$ cat src/rtl/matriz_serializador.sv
// Streams the active NxN window of a packed 5x5 matrix as single elements,
// row-major, over a valid/ready handshake for write-back to matrix memory.
module matriz_serializador #(
    parameter int unsigned ELEM_W = 8,
    parameter int unsigned DIM    = 5,
    parameter int unsigned IDX_W  = 5
) (
    input  logic                      clk,
    input  logic                      rst_n,
    input  logic                      start,
    input  logic [1:0]                tamanho,
    input  logic [DIM*DIM*ELEM_W-1:0] matriz_in,
    output logic                      busy,
    output logic                      out_valid,
    input  logic                      out_ready,
    output logic [ELEM_W-1:0]         out_dado,
    output logic [IDX_W-1:0]          out_endereco,
    output logic                      out_ultimo,
    output logic                      done
);

    localparam int unsigned MAT_W = DIM * DIM * ELEM_W;
    localparam int unsigned CNT_W = (DIM > 1) ? $clog2(DIM) : 1;
    localparam int unsigned SEL_W = $clog2(MAT_W);

    typedef enum logic [1:0] {
        IDLE = 2'd0,
        SEND = 2'd1,
        DONE = 2'd2
    } state_t;

    state_t             state;
    logic [MAT_W-1:0]   shadowMat;
    logic [1:0]         tamQ;
    logic [CNT_W-1:0]   row;
    logic [CNT_W-1:0]   col;

    logic [CNT_W-1:0]   lastIdx;
    logic               lastRow;
    logic               lastCol;
    logic               handshake;
    logic [IDX_W-1:0]   linIdx;
    logic [SEL_W-1:0]   bitSel;

    // Window edge is N-1 = tamanho+1 on the captured size.
    assign lastIdx   = CNT_W'(tamQ) + CNT_W'(1);
    assign lastRow   = (row == lastIdx);
    assign lastCol   = (col == lastIdx);
    assign handshake = out_valid & out_ready;

    // Address uses the full 5-wide memory layout, not a compacted window index.
    assign linIdx       = IDX_W'(row) * IDX_W'(DIM) + IDX_W'(col);
    assign bitSel       = SEL_W'(linIdx) * SEL_W'(ELEM_W);
    assign out_endereco = linIdx;
    assign out_dado     = shadowMat[bitSel +: ELEM_W];
    assign out_ultimo   = out_valid & lastRow & lastCol;

    always_ff @(posedge clk or negedge rst_n) begin
        if (!rst_n) begin
            state     <= IDLE;
            busy      <= 1'b0;
            out_valid <= 1'b0;
            done      <= 1'b0;
            shadowMat <= '0;
            tamQ      <= 2'b00;
            row       <= '0;
            col       <= '0;
        end else begin
            case (state)
                IDLE: begin
                    busy      <= 1'b0;
                    out_valid <= 1'b0;
                    done      <= 1'b0;
                    if (start) begin
                        shadowMat <= matriz_in;
                        tamQ      <= tamanho;
                        row       <= '0;
                        col       <= '0;
                        busy      <= 1'b1;
                        out_valid <= 1'b1;
                        state     <= SEND;
                    end
                end
                SEND: begin
                    if (handshake) begin
                        if (lastRow && lastCol) begin
                            out_valid <= 1'b0;
                            done      <= 1'b1;
                            state     <= DONE;
                        end else if (lastCol) begin
                            col <= '0;
                            row <= row + CNT_W'(1);
                        end else begin
                            col <= col + CNT_W'(1);
                        end
                    end
                end
                DONE: begin
                    done  <= 1'b0;
                    busy  <= 1'b0;
                    state <= IDLE;
                end
                default: begin
                    busy      <= 1'b0;
                    out_valid <= 1'b0;
                    done      <= 1'b0;
                    state     <= IDLE;
                end
            endcase
        end
    end

endmodule

$ cat config.mk
export PLATFORM = sky130hd
export DESIGN_NAME = matriz_serializador
export DESIGN_NICKNAME = d
export VERILOG_FILES = /design/src/rtl/matriz_serializador.sv
export SDC_FILE = /design/constraint.sdc
export NUM_CORES = 1
export LEC_CHECK = 0
export CAP_MARGIN = 40
export CORE_UTILIZATION = 25
export DETAILED_ROUTE_END_ITERATION = 10
export GPL_TIMING_DRIVEN = 1
export SETUP_SLACK_MARGIN = 0.05
export SYNTH_ARGS = -nofsm -noshare
export SYNTH_HDL_FRONTEND = slang
export SYNTH_SLANG_ARGS = --single-unit
export TNS_END_PERCENT = 5
$ cat constraint.sdc
create_clock -name clk -period 5 [get_ports clk]
set_input_delay 1 -clock clk [delete_from_list [all_inputs] [get_ports clk]]
set_output_delay 1 -clock clk [all_outputs]
set_load 0.05 [all_outputs]
==> metrics.cfg <==
[status]
outcome=complete, no violations

[route]
drtAntennaViolNets=0
post_drt_via_cell_ratio=4.46
dr.pass1.iters=5
drc_errors=0
wire_per_inst_um=19.7
drt-total-wl_um=27800
num_vias=6316
drt-initial-drc-count=279

[yosys]
muxShareOfSynthArea_pct=36.4
synth_warnings=0
synth_xor_area_share_pct=1.03
ys.flop_type=dfrtp_1
ys_ff_latch=213
synth_top_cell_by_area=dfrtp_1
syn_avg_cell_area_um2=15.6
synth_sequential_area_ratio_pct=52.3
synthArstFlopShare_pct=100
synth_cell_type_count=44
synth_area_leaders=dfrtp_1, mux2_1, mux2i_1
syn_area_um2=10200
synth_fa_ha_area_share_pct=1.55
synthCells=653
synth_top_family_by_area=multiplexers
yosys-top-cells-count=dfrtp_1, mux2_1, mux2i_1
synthesis.nets=871
synth_edf_count=0
yosysMostFrequentCell=dfrtp_1
yosys.area_share.simple_pct=1.49
synth_top_cell_area_share_pct=52.3
synth_compound_area_share_pct=3.18

[grt]
grt_pass1_wl_um=41900
grt_pass1_vias=6799
antenna_found_initial=3
grt.overflow.total=0
grt_usage_pct=13.5
grt_max_degree=121

[setup_path]
rrSetupSlack_ps=2700
crit_path_start=row[0]
cp_top_family=buffers and inverters
critPathKind=reg -> out
critPathSlowestCell=clkdlybuf4s50_1
worstPathCellList=ha_1 > ha_1 > ha_1 > a21o_1 > a21oi_1 > xnor2_2 > clkdlybuf4s50_1
arrival_ps=3740
cpMostUsedCell=ha_1
crit_path_end_kind=primary output
cpPeakStageDelay_ps=980
crit_buf_inv=1
cp_max_fo=9
reg2reg_from=state[0]
worstPathRequired_ps=4000
start_kind=register

[timing]
fmax_ghz=0.211
rsz0062_at_grt=false
fin_crit_sh_pct=94.8
worst_slack_ps=258
setup_viol=0
drv_slew=0
slew_headroom_pct=33.7
final_hold_viol_count=0
worst_slew_pin_slew_ps=995
skew_ps=6.34
period_needed_ps=4740
tns_ps=0

[clocking]
htree_num_levels=1
path_clk_slew_ps=60
cts-buffers-inserted=25
root_buffer=clkbuf_16
hold_buffers=0
clk_path_buf_depth=3
cts_setup_buffers=0
cts_sinks=213
cts_tree=built
clk_latency_ps=530

[placement]
place_ws_ps=577
dp.final_hpwl_um=20800
gp_congestion=0.820
io_buffers=222

[floorplanning]
rows=73
fp.dieH_um=204
die_w_um=204
core_um2=40000
initial_core_util_pct=25.5
fp.dieArea_um2=41600
ios=223

[hold_path]
hold_path_class=reg -> reg
min_from=shadowMat[65]

[final_layout]
syn_to_final_growth_pct=34.2
fin_nets=1094
layout-drive-gt1-share_pct=13.5
fillers=3910
antenna-diode-count=0

[flow_run]
maxCapViolCount=0

## final cells by class
type / instances / area, um^2 / share of cell area [%]
Clock buffer: 37 / 731 / 5.34
Multi-Input combinational cell: 393 / 4480 / 32.7
Tap cell: 525 / 657 / 4.80
Clock inverter: 5 / 32.5 / 0.238
Timing Repair Buffer: 236 / 2410 / 17.6
Inverter: 7 / 38.8 / 0.284
Sequential cell: 213 / 5330 / 39.0
## stage by stage
stage	hold slack, ps	std cells	instance area, um^2	utilization, %
3_5_place_dp	467	1374	12900	32.3
6_report	477	1416	13700	34.2
2_1_floorplan	449	653	10200	-
4_1_cts	481	1416	13700	34.2
3_3_place_gp	458	1374	12900	32.3
5_1_grt	492	1416	13700	34.2
## path summary, 6_finish.rpt
check	endpoint	depth (start not counted)
min in group asynchronous	shadowMat[183]	1
max	out_endereco[4]	7
max reg2reg	shadowMat[138]	4
max in group asynchronous	shadowMat[23]	2
min reg2reg	shadowMat[65]	1
min	shadowMat[65]	1
## worst register-to-register path, cell delays in order, from the launching register on
cell	delay, ps
dfrtp_1	460
nand2b_1	300
nor2_4	560
buf_12	380
mux2_2	470
## logic make-up (layout without fill, tap and decap cells)
logic type | after synthesis | after routing
xor gates and xnor gates | 9 | 9
DFF | 213 | 213
muxes | 300 | 300
adders and majority gates | 12 | 12
buffers and inverters | 47 | 285
AOI/OAI and AO/OA | 44 | 44
and+or+nand+nor | 28 | 28
## registers in the layout, indices dropped and copies added, names as in the netlist
signal,flops
shadowMat,200
col,3
row,3
state,2
tamQ,2
busy,1
done,1
out_valid,1
## placed cells by master (no fill, tap or decap), types with 8 or more instances in the layout
cell and count:
a22oi_1 16, a32oi_1 8, buf_12 8, buf_4 14, clkbuf_16 25, clkdlybuf4s50_1 213, dfrtp_1 213, ha_1 9
mux2_1 180, mux2_2 30, mux2i_1 58, mux4_1 12, mux4_2 20
## metal layers
metal | wire length [um] | vias up | track usage, %
met2 | 12600 | 189 | 21.5
li1 | - | 2896 | -
met5 | 35 | - | 0
met3 | 2120 | 37 | 3.95
met1 | 12500 | 3188 | 17.8
met4 | 546 | 6 | 3.52
## timing repair
item | CTS | global route
cloned | 0 | 0
resized for setup | 1 | 1
endpoints found under the setup margin | 5 | 1
Power is left out: the tool's default activity adds up to more than one toggle a clock period on the data nets, which glitch-free logic cannot reach.
